`config.mk`:
```
export PLATFORM = sky130hd
export DESIGN_NAME = event_timestamper_v2
export DESIGN_NICKNAME = d
export VERILOG_FILES = /design/src/rtl/event_ts_pkg.sv /design/src/rtl/ev_rec_fifo.sv /design/src/rtl/event_timestamper_v2.sv
export SDC_FILE = /design/constraint.sdc
export NUM_CORES = 1
export LEC_CHECK = 0
export BUFFER_PORTS_ARGS = -buffer_cell sky130_fd_sc_hd__buf_2
export CORE_MARGIN = 3
export CORE_UTILIZATION = 60
export DETAILED_ROUTE_END_ITERATION = 10
export GPL_TIMING_DRIVEN = 0
export PLACE_DENSITY = 0.82
export SLEW_MARGIN = 30
export SYNTH_ARGS = -nofsm -noshare
export SYNTH_HDL_FRONTEND = slang
export SYNTH_HIERARCHICAL = 1
export SYNTH_SLANG_ARGS = --single-unit
```
`constraint.sdc`:
```
create_clock -name clk -period 6.6 [get_ports clk]
set_input_delay 0.33 -clock clk [delete_from_list [all_inputs] [get_ports clk]]
set_output_delay 0.33 -clock clk [all_outputs]
set_load 0.1 [all_outputs]
```
`src/rtl/event_ts_pkg.sv`:
```
// Shared types and constants for the event timestamper and its record buffer.
// Record fields are sized for the widest supported configuration; narrower
// instances zero-extend into them and the unused upper bits are trimmed away.
package event_ts_pkg;

  localparam int MAX_ID_W  = 8;
  localparam int MAX_TS_W  = 32;
  localparam int ERR_CNT_W = 16;

  localparam logic [ERR_CNT_W-1:0] ERR_CNT_MAX = '1;

  // One completed (or timed-out) interval.
  typedef struct packed {
    logic [MAX_ID_W-1:0] id;
    logic [MAX_TS_W-1:0] start_ts;
    logic [MAX_TS_W-1:0] end_ts;
    logic [MAX_TS_W-1:0] delta;
    logic                timeout;
  } ev_rec_t;

  // Increment that sticks at all-ones instead of wrapping.
  function automatic logic [ERR_CNT_W-1:0] sat_inc(input logic [ERR_CNT_W-1:0] v);
    return (v == ERR_CNT_MAX) ? v : v + ERR_CNT_W'(1);
  endfunction

endpackage

```
`src/rtl/ev_rec_fifo.sv`:
```
// Synchronous first-word-fall-through FIFO holding timestamp records.
// Latency: a push at edge N is visible on pop_dat_o right after edge N when empty.
// Backpressure: pushes while full and pops while empty are ignored; caller gates on full/empty.
module ev_rec_fifo #(
  parameter int W     = 8,
  parameter int DEPTH = 4
) (
  input  logic         clk,
  input  logic         rst,
  input  logic         push_i,
  input  logic [W-1:0] push_dat_i,
  input  logic         pop_i,
  output logic [W-1:0] pop_dat_o,
  output logic         full_o,
  output logic         empty_o
);

  localparam int AW = $clog2(DEPTH);

  logic [W-1:0]  mem_q [DEPTH];
  logic [AW-1:0] wr_ptr_q;
  logic [AW-1:0] rd_ptr_q;
  logic [AW:0]   cnt_q;
  logic          push_ok;
  logic          pop_ok;

  assign full_o    = (cnt_q == (AW+1)'(DEPTH));
  assign empty_o   = (cnt_q == '0);
  assign push_ok   = push_i && !full_o;
  assign pop_ok    = pop_i && !empty_o;
  assign pop_dat_o = mem_q[rd_ptr_q];

  // Storage array; contents are only observed while occupancy covers them, so no reset.
  always_ff @(posedge clk) begin
    if (push_ok) begin
      mem_q[wr_ptr_q] <= push_dat_i;
    end
  end

  // Pointers and occupancy; depth is a power of two so pointers wrap naturally.
  always_ff @(posedge clk) begin
    if (rst) begin
      wr_ptr_q <= '0;
      rd_ptr_q <= '0;
      cnt_q    <= '0;
    end else begin
      if (push_ok) wr_ptr_q <= wr_ptr_q + 1'b1;
      if (pop_ok)  rd_ptr_q <= rd_ptr_q + 1'b1;
      case ({push_ok, pop_ok})
        2'b10:   cnt_q <= cnt_q + 1'b1;
        2'b01:   cnt_q <= cnt_q - 1'b1;
        default: cnt_q <= cnt_q;
      endcase
    end
  end

endmodule

```
`src/rtl/event_timestamper_v2.sv`:
```
// Pairs start/end events per ID, timestamps them and emits interval records; optional timeout scan.
// Latency: record visible the cycle after the end (or timeout) edge when the output buffer is empty.
// Backpressure: end_ready drops while the record buffer is full; start_ready drops only on same-ID start/end collision.
module event_timestamper_v2
  import event_ts_pkg::*;
#(
  parameter int ID_W       = 3,
  parameter int TS_W       = 16,
  parameter int FIFO_DEPTH = 4,
  parameter int TIMEOUT    = 0
) (
  input  logic                 clk,
  input  logic                 rst,
  input  logic                 start_valid,
  output logic                 start_ready,
  input  logic [ID_W-1:0]      start_id,
  input  logic                 end_valid,
  output logic                 end_ready,
  input  logic [ID_W-1:0]      end_id,
  output logic                 out_valid,
  input  logic                 out_ready,
  output logic [ID_W-1:0]      out_id,
  output logic [TS_W-1:0]      out_start_ts,
  output logic [TS_W-1:0]      out_end_ts,
  output logic [TS_W-1:0]      out_delta,
  output logic                 out_timeout,
  output logic [ERR_CNT_W-1:0] err_orphan_cnt,
  output logic [ERR_CNT_W-1:0] err_dstart_cnt
);

  localparam int               NUM_ID = 2**ID_W;
  localparam logic [TS_W-1:0]  TMO    = TS_W'(TIMEOUT);

  logic [TS_W-1:0]      cnt_q;
  logic [NUM_ID-1:0]    active_q;
  logic [TS_W-1:0]      start_ts_q [NUM_ID];
  logic [ID_W-1:0]      scan_q;
  logic [ERR_CNT_W-1:0] orphan_q;
  logic [ERR_CNT_W-1:0] dstart_q;

  logic      collide;
  logic      start_fire;
  logic      end_fire;
  logic      end_hit;
  logic [TS_W-1:0] scan_age;
  logic      scan_due;
  logic      scan_blocked;
  logic      retire;

  logic      fifo_full;
  logic      fifo_empty;
  logic      push;
  logic      pop;
  ev_rec_t   push_rec;
  ev_rec_t   pop_rec;
  logic      unused_rec;

  logic [ID_W-1:0] sel_id;
  logic [TS_W-1:0] sel_start;
  logic [TS_W-1:0] sel_delta;

  // Same-ID start and end in one cycle: the end is served first, the start waits.
  assign collide     = start_valid && end_valid && (start_id == end_id);
  assign start_ready = !collide;
  assign end_ready   = !fifo_full;
  assign start_fire  = start_valid && start_ready;
  assign end_fire    = end_valid && end_ready;
  assign end_hit     = end_fire && active_q[end_id];

  // Timeout scan looks at one ID per cycle and backs off whenever the buffer
  // or the handshakes already claim this cycle's push slot or the same ID.
  assign scan_age     = cnt_q - start_ts_q[scan_q];
  assign scan_due     = (TIMEOUT != 0) && active_q[scan_q] && (scan_age >= TMO);
  assign scan_blocked = fifo_full || end_hit
                     || (start_fire && (start_id == scan_q))
                     || (end_fire && (end_id == scan_q));
  assign retire       = scan_due && !scan_blocked;
  assign push         = end_hit || retire;

  // Build the record for whichever source owns the push slot; end handshakes take priority.
  always_comb begin
    sel_id            = end_hit ? end_id : scan_q;
    sel_start         = start_ts_q[sel_id];
    sel_delta         = cnt_q - sel_start;
    push_rec          = '0;
    push_rec.id       = MAX_ID_W'(sel_id);
    push_rec.start_ts = MAX_TS_W'(sel_start);
    push_rec.end_ts   = MAX_TS_W'(cnt_q);
    push_rec.delta    = MAX_TS_W'(sel_delta);
    push_rec.timeout  = !end_hit;
  end

  // Free-running timestamp counter.
  always_ff @(posedge clk) begin
    if (rst) cnt_q <= '0;
    else     cnt_q <= cnt_q + 1'b1;
  end

  // Round-robin scan pointer, advances every cycle whether or not it retires.
  always_ff @(posedge clk) begin
    if (rst) scan_q <= '0;
    else     scan_q <= scan_q + 1'b1;
  end

  // Per-ID table: start sets/refreshes, end or timeout clears; the three never hit the same ID together.
  always_ff @(posedge clk) begin
    if (rst) begin
      active_q <= '0;
      for (int i = 0; i < NUM_ID; i++) start_ts_q[i] <= '0;
    end else begin
      if (start_fire) begin
        active_q[start_id]   <= 1'b1;
        start_ts_q[start_id] <= cnt_q;
      end
      if (end_fire) active_q[end_id] <= 1'b0;
      if (retire)   active_q[scan_q] <= 1'b0;
    end
  end

  // Protocol error counters: restart of a live ID, end of an idle ID.
  always_ff @(posedge clk) begin
    if (rst) begin
      orphan_q <= '0;
      dstart_q <= '0;
    end else begin
      if (start_fire && active_q[start_id]) dstart_q <= sat_inc(dstart_q);
      if (end_fire && !active_q[end_id])    orphan_q <= sat_inc(orphan_q);
    end
  end

  assign err_orphan_cnt = orphan_q;
  assign err_dstart_cnt = dstart_q;

  ev_rec_fifo #(
    .W     ($bits(ev_rec_t)),
    .DEPTH (FIFO_DEPTH)
  ) u_fifo (
    .clk        (clk),
    .rst        (rst),
    .push_i     (push),
    .push_dat_i (push_rec),
    .pop_i      (pop),
    .pop_dat_o  (pop_rec),
    .full_o     (fifo_full),
    .empty_o    (fifo_empty)
  );

  assign out_valid = !fifo_empty;
  assign pop       = out_valid && out_ready;

  // Fields read as zero whenever no record is presented.
  assign out_id       = out_valid ? pop_rec.id[ID_W-1:0]       : '0;
  assign out_start_ts = out_valid ? pop_rec.start_ts[TS_W-1:0] : '0;
  assign out_end_ts   = out_valid ? pop_rec.end_ts[TS_W-1:0]   : '0;
  assign out_delta    = out_valid ? pop_rec.delta[TS_W-1:0]    : '0;
  assign out_timeout  = out_valid && pop_rec.timeout;

  // Upper record bits beyond the configured widths are zero by construction.
  assign unused_rec = ^pop_rec;

endmodule

```
### After elaboration in Yosys (flattened, before gate mapping)

Memories as Yosys holds them, arrays and structs flattened. A register that Yosys moved wholly into a read port is not among the register bits.
Index checks and enable logic that the tools add are counted.

* $lt $le $gt $ge: 4
* reductions and logical operators: 23
* $add $sub $neg: 9
* equal/unequal tests: 6
* mux-type cells: 29
* bitwise logic cells: 5

Operators by type and width (count)
* $mux 16: 4
* $add 16x1->16 const B: 3
* $eq 16x16->1 const B: 2
* $mux 8: 3
* $reduce_or 16->1: 1
* $sub 16x16->16: 1
* $logic_and 1x1->1: 13
* $mux 1: 12
* $mux 3: 3
* $and 8x8->8: 1
* $lt 3x4->1 const B: 2
* $not 8->8: 1
* $or 8x8->8: 1
* $add 3x1->3 const B: 2
* $bmux 1 s3: 2
* $demux 1 s3: 2
* $ge 3x1->1 const B: 2
* $pmux 3 s2: 1
* $logic_not 1->1: 5
* $add 2x1->2 const B: 2
* $mux 2: 2
* $reduce_and 2->1: 2
* $eq 3x3->1: 1
* $eq 3x3->1 const B: 1
* 6 further kinds: 7

* output and inout bits: 87
* register bits: 66
* memories: 2
* RAM bits: 336
* logic and storage cells: 86
* input port bits: 11

Memories
* u_fifo.mem_q: words 4, bits a word 52, read ports 1, clocked after Yosys merged registers in 1, wr ports 1, RTL line ev_rec_fifo.sv:20 `logic [W-1:0] mem_q [DEPTH];`
* start_ts_q: words 8, bits a word 16, read ports 1, clocked after Yosys merged registers in 0, wr ports 8, RTL line event_timestamper_v2.sv:36 `logic [TS_W-1:0] start_ts_q [NUM_ID];`

### Depth between registers and ports, before layout

Gate-level depths: netlist of the first run.

* depth in word-level cells: 9
* depth in mapped cells: 21
* mapped depth without buffers: 18

### Hierarchy

The synthesis of the first run kept the hierarchy.

By module, submodules not included
* ev_rec_fifo: area each 15632.5 um^2, instances 1, cells an instance 603, sequential area each 12792.3 um^2
* event_timestamper_v2: area each 10141.0 um^2, instances 1, cells an instance 903, sequential area each 5024.8 um^2

### Worst setup path before layout of the first run

Ideal clock, no wire load.

* path type: register to register
* start: register u_fifo.cnt_q[2]
* end: memory u_fifo/mem_q[0][15] (netlist name) (data pin)
* arrival: 4.760 ns
* stages on the path, launching flop included: 18
* data required time: 6.328 ns
* path buffers: 3
* setup time: 0.272 ns
* setup slack: 1.567 ns
* clock period less this slack: 5.033 ns
* cells stage by stage: dfxtp_1 > nor3b_1 > and2b_1 > buf_1 > o21ai_4 > a21boi_4 > buf_2 > buf_2 > mux4_2 > mux2i_1 > ha_1 > a21o_1 > maj3_1 > a21oi_1 > a221oi_2 > o41ai_1 > o21ai_1 > xor2_1

RTL lines
* start, declared: RTL line ev_rec_fifo.sv:23 `logic [AW:0] cnt_q;`
* start signal, assigned: RTL line ev_rec_fifo.sv:50 `2'b10: cnt_q <= cnt_q + 1'b1;`
* start signal, assigned: RTL line ev_rec_fifo.sv:51 `2'b01: cnt_q <= cnt_q - 1'b1;`
* start signal, assigned: RTL line ev_rec_fifo.sv:52 `default: cnt_q <= cnt_q;`
* end, declared: RTL line ev_rec_fifo.sv:20

==> results.tsv, run 1 <==
metric	value	unit
DR WL/cell	23.07	um
crit end category	register	
Area Growth Syn to Fin	13.12	%
Core Area	29720	um2
total grt overflow	0	
CP arrival	6.39	ns
sum of buffers and inverters on the critical path	3	
outcome	finished clean	
Critical R2R Capture	u_fifo/mem_q[0][11]	
first-pass GRT wire length	64780	um
Finish-stage setup viols	0	
Largest stage delay, worst path	0.65	ns
Row Count	63	
Final ANT Viol Nets	0	
crit share post-route	92.07	%
DR vias/cell	6.177	
Clock Sinks	404	
Routed WL	41450	um
Mapped Cells	1236	
Port Buffers	92	
Startpoint Class	register	
Static Leakage	7.274	nW
DR iter-0 viols	1231	
TritonCTS clock tree	yes	
setup skew after layout	0.02025	ns
number of H-tree levels	2	
RSZ-0062 raised after global routing	no	
hold_sp	rst	
Cell Area, Synth	18170	um2
Crit Path Class	reg -> reg	
die area	32410	um2
maximum root-to-sink buffer count	3	
Antenna diodes	0	
drt first pass iters	6	
Worst R2R Path Depth	17	
setup TNS	0	ns
Crit-path slowest cell	buf_1	
Boundary Pins	98	
DRC Markers	0	
share of layout cells above drive strength 1	21.89	%
required time of the critical path	6.91	ns
cts bufs inserted	40	
cell count of the worst hold path	2	
worst reg2reg startpoint	u_fifo/cnt_q[2]	
RePlAce Congestion	0.8708	
pin count of the biggest net entering global routing	44	
peak supply drop	0.1928	mV
initial antenna violation count	0	
Clock Pin Slew Worst Setup and Hold Paths	0.06	ns
Worst slew margin	37.06	%
Fin. Hold Viols	0	
syn_area_per_cell	14.70	um2
vias post-DR	11100	
vias in the first global route	11330	
die width	180.0	um
Critical Path Fanout Max	13	
post-CTS setup buffer count	0	
pwr dens	274.1	nW/um2
# nets final	1409	
Max Cap Viol	0	
worst-path cell chain	nor3b_2 -> and2b_1 -> clkbuf_2 -> o21ai_4 -> a21boi_2 -> inv_2 -> buf_1 -> mux4_2 -> mux2i_2 -> ha_1 -> a21o_1 -> maj3_1 -> a21oi_1 -> a221oi_2 -> o41ai_1 -> nand2b_1 -> xor2_1	
worst skew pair latency	0.54	ns
final hold slack	0.1826	ns
Max Freq	164.6	MHz
max-slew violation count	0	
Final min period	6.077	ns
Mapped Nets	1270	
DP Wirelength	27190	um
YS warnings	6	
r2r setup slk	0.52	ns
CTS root buffer	clkbuf_16	
gr usage total	25.53	%
Hold Path Class	in -> reg	
hold path endpoint	u_fifo/cnt_q[0]	
CP delay by family, top	compound AO/OA/AOI/OAI gates	
# hold bufs at CTS	0	
die height	180.0	um
Worst-Margin Slew	0.9440	ns
effective utilization at floorplan	61.14	%
[stage by stage]
step | setup slack [ns] | power (mW) | utilization (%) | std cells | instance area, um2
2_1_floorplan | 1.567 | 3.277 | - | 1236 | 18170
3_3_place_gp | 0.2404 | 3.402 | 64.33 | 1718 | 19120
3_5_place_dp | 0.01616 | 3.426 | 64.78 | 1723 | 19250
4_1_cts | 0.06522 | 5.648 | 69.14 | 1797 | 20550
5_1_grt | 0.06500 | 5.787 | 69.16 | 1797 | 20550
6_report | 0.5232 | 5.633 | 69.16 | 1797 | 20550
[layout by cell type, fill, tap and decap left out, drive strengths merged, types with 26 or more instances in the layout]
cell type,count
dfxtp,68
and2,97
xor2,36
buf,126
nor3,41
inv,48
nor2b,60
mux4,84
clkbuf,114
nor2,79
edfxtp,336
xnor2,26
nand2,32
[power breakdown]
group | switching (mW) | internal, mW
logic | 0.351 | 0.157
clock network | 0.948 | 1.30
registers | 0.0234 | 2.85
[sequential cells by signal, summed over array words and instances, names as in the netlist, 3 cells and up, named ones only]
signal / count
err_dstart_cnt: 16
start_ts_q: 128
active_q: 8
cnt_q: 16
u_fifo/mem_q: 208
err_orphan_cnt: 16
scan_q: 3
u_fifo/cnt_q: 3
[worst max path at each step]
| stage | slack (ns) | startpoint | depth (start not counted) | to |
|---|---|---|---|---|
| 5_1_grt | 0.07 | u_fifo/cnt_q[0] | 17 | u_fifo/mem_q[0][11] |
| 3_3_place_gp | 0.24 | u_fifo/cnt_q[0] | 17 | u_fifo/mem_q[0][11] |
| 3_5_place_dp | 0.02 | u_fifo/cnt_q[0] | 17 | u_fifo/mem_q[0][11] |
| 6_report | 0.52 | u_fifo/cnt_q[2] | 17 | u_fifo/mem_q[0][11] |
| 4_1_cts | 0.07 | u_fifo/cnt_q[0] | 20 | u_fifo/mem_q[0][11] |
| 2_1_floorplan | 1.57 | u_fifo/cnt_q[2] | 17 | u_fifo/mem_q[0][15] |
[routing by layer]
layer	track usage, %	part of all wire, %
met1	33.83	39
met2	44.10	51
met3	4.340	7.8
met4	7.522	2.5
met5	0	0
[final cells by class]
class / instances / area, um2
clock inverter: 18 / 173.9
multi-input combinational: 698 / 6127
timing repair buffer: 97 / 578.1
buffer: 87 / 446.7
fill: 1910 / 9164
tap: 390 / 488.0
clock buffer: 56 / 1112
inverter: 47 / 176.4
sequential: 404 / 11450
[what timing repair did]
item,CTS,global route
setup endpoints to repair,4,28
gates resized for setup,2,3
endpoints found under the hold margin,0,0
gates cloned,0,0
No activity file was read; power rests on OpenSTA's default activity.
==> run 2: changes to the inputs <==
--- a/config.mk
+++ b/config.mk
@@ -5,7 +5,7 @@
 export SDC_FILE = /design/constraint.sdc
 export NUM_CORES = 1
 export LEC_CHECK = 0
-export BUFFER_PORTS_ARGS = -buffer_cell sky130_fd_sc_hd__buf_2
+export BUFFER_PORTS_ARGS = -buffer_cell sky130_fd_sc_hd__buf_4
 export CORE_MARGIN = 3
 export CORE_UTILIZATION = 60
 export DETAILED_ROUTE_END_ITERATION = 10
==> results.tsv, run 2 (same netlist as run 1, synthesis figures left out) <==
metric	value	unit	change
pin count of the biggest net entering global routing	44		unchanged
Hold Path Class	in -> reg		
TritonCTS clock tree	yes		
M1 GR Usage	32.82	%	-1.0 points
CTS root buffer	clkbuf_16		
Fin. Hold Viols	0		unchanged
# hold bufs at CTS	0		unchanged
DR iter-0 viols	1171		-4.9%
total grt overflow	0		unchanged
die width	180.0	um	unchanged
most common cell after layout, fill and taps aside	edfxtp_1		
cell area after layout	20790	um2	+1.2%
CP arrival	6.51	ns	+0.12 ns
worst reg2reg startpoint	u_fifo/cnt_q[1]		
Static Leakage	7.265	nW	-0.13%
hold_sp	rst		
required time of the critical path	6.90	ns	about the same
worst setup margin	0.3905	ns	-0.1326 ns
outcome	finished clean		
pwr dens	270.5	nW/um2	-1.3%
maximum root-to-sink buffer count	3		unchanged
pre-CTS setup slack	0.06221	ns	+0.04605 ns
Max Cap Viol	0		unchanged
Post-DP Area	19470	um2	+1.1%
fin util	69.97	%	+0.80 points
Layout Cells excl Fill	1799		+0.11%
setup TNS	0	ns	unchanged
Port Buffers	92		unchanged
die height	180.0	um	unchanged
vias post-DR	10860		-2.2%
Final ANT Viol Nets	0		unchanged
final hold slack	0.1814	ns	-0.001234 ns
Final min period	6.209	ns	+0.1326 ns
Startpoint Class	register		
Clock Sinks	404		unchanged
share of layout cells above drive strength 1	22.14	%	+0.25 points
Routed WL	40480	um	-2.3%
setup skew after layout	0.01692	ns	-0.003329 ns
Row Count	63		unchanged
vias in the first global route	11150		-1.5%
DR vias/cell	6.036		-2.3%
Top Registers	u_fifo/mem_q x208, start_ts_q x128		
number of H-tree levels	2		unchanged
Power, Total	5.624	mW	-0.16%
Finish-stage setup viols	0		unchanged
max reg flops	208		unchanged
GRT met3 Usage	4.199	%	-0.14 points
gr busiest metal	met2		
post-CTS setup buffer count	0		unchanged
DRC Markers	0		unchanged
effective utilization at floorplan	61.14	%	unchanged
Critical Path Fanout Max	10		-3
Core Area	29720	um2	unchanged
Worst slew margin	37.82	%	+0.75 points
DR WL/cell	22.50	um	-2.4%
Area Growth Syn to Fin	14.43	%	
cts bufs inserted	41		+2.5%
Antenna diodes	0		unchanged
Largest Register	u_fifo/mem_q		
DP Wirelength	27620	um	+1.6%
drt first pass iters	7		+1
RSZ-0062 raised after global routing	no		
max-slew violation count	0		unchanged
GR Util met2	43.55	%	-0.55 points
die area	32410	um2	unchanged
Boundary Pins	98		unchanged
peak supply drop	0.1589	mV	-18%
initial antenna violation count	0		unchanged
Worst-Margin Slew	0.9328	ns	-0.01127 ns
Crit Path Class	reg -> reg		
most frequent cells in the layout	336 x edfxtp_1, 93 x and2_1, 93 x buf_4		
placed insts	1723		unchanged
crit share post-route	94.08	%	+2.0 points
crit end category	register		
Worst Setup SP	u_fifo/cnt_q[1]		
# nets final	1410		+0.071%
first-pass GRT wire length	63280	um	-2.3%
Clock Pin Slew Worst Setup and Hold Paths	0.06	ns	about the same
gr usage total	24.83	%	-0.70 points
worst skew pair latency	0.53	ns	about the same
RePlAce Congestion	0.8592		-1.3%
Max Freq	161.0	MHz	-2.1%
run 2: where the power goes:
part	switching, mW	internal, mW	total (mW)
Combinational	0.348	0.162	0.510
Sequential	0.0235	2.85	2.87
Clock	0.933	1.31	2.24
run 2: routing by layer:
metal	vias up	share of wire (%)
met3	60	7.3
met1	5443	39
met4	0	2.2
met5	-	0
met2	462	51
li1	4894	-
run 2: worst paths after layout:
| check | end | slack, ns | cells past startpoint |
|---|---|---|---|
| setup / recovery | u_fifo/mem_q[2][11] | 0.39 | 20 |
| hold / removal | u_fifo/cnt_q[0] | 0.18 | 2 |
| setup reg to reg | u_fifo/mem_q[2][11] | 0.39 | 20 |
| hold reg to reg | scan_q[0] | 0.51 | 1 |
run 2: cell type report:
cell class,count,area [um2]
Inverter,47,176.4
Sequential cell,404,11450
Tap cell,390,488.0
Fill cell,1939,8925
Clock buffer,54,1147
Buffer,87,444.2
Multi-Input combinational cell,698,6123
Timing Repair Buffer,97,793.3
Clock inverter,22,168.9
run 2: what timing repair did:
action                                  CTS  global route
endpoints found under the hold margin     0             0
endpoints found under the setup margin    4            32
gates resized for setup                   1             2
run 2: worst max-delay path, cell delays in order, from the launching register on:
cell and delay [ns]:
dfxtp_1 0.45, nor3b_2 0.14, and2b_1 0.28, buf_2 0.29, o21ai_4 0.19, a21boi_4 0.38
buf_2 0.43, buf_2 0.44, mux4_2 0.57, mux2i_1 0.52, ha_1 0.35, buf_1 0.18
nand2_1 0.12, nor2_1 0.04, mux2i_1 0.14, o211ai_1 0.10, a31oi_1 0.28, a221oi_2 0.07
o41ai_1 0.53, nand2b_1 0.13, xor2_1 0.34
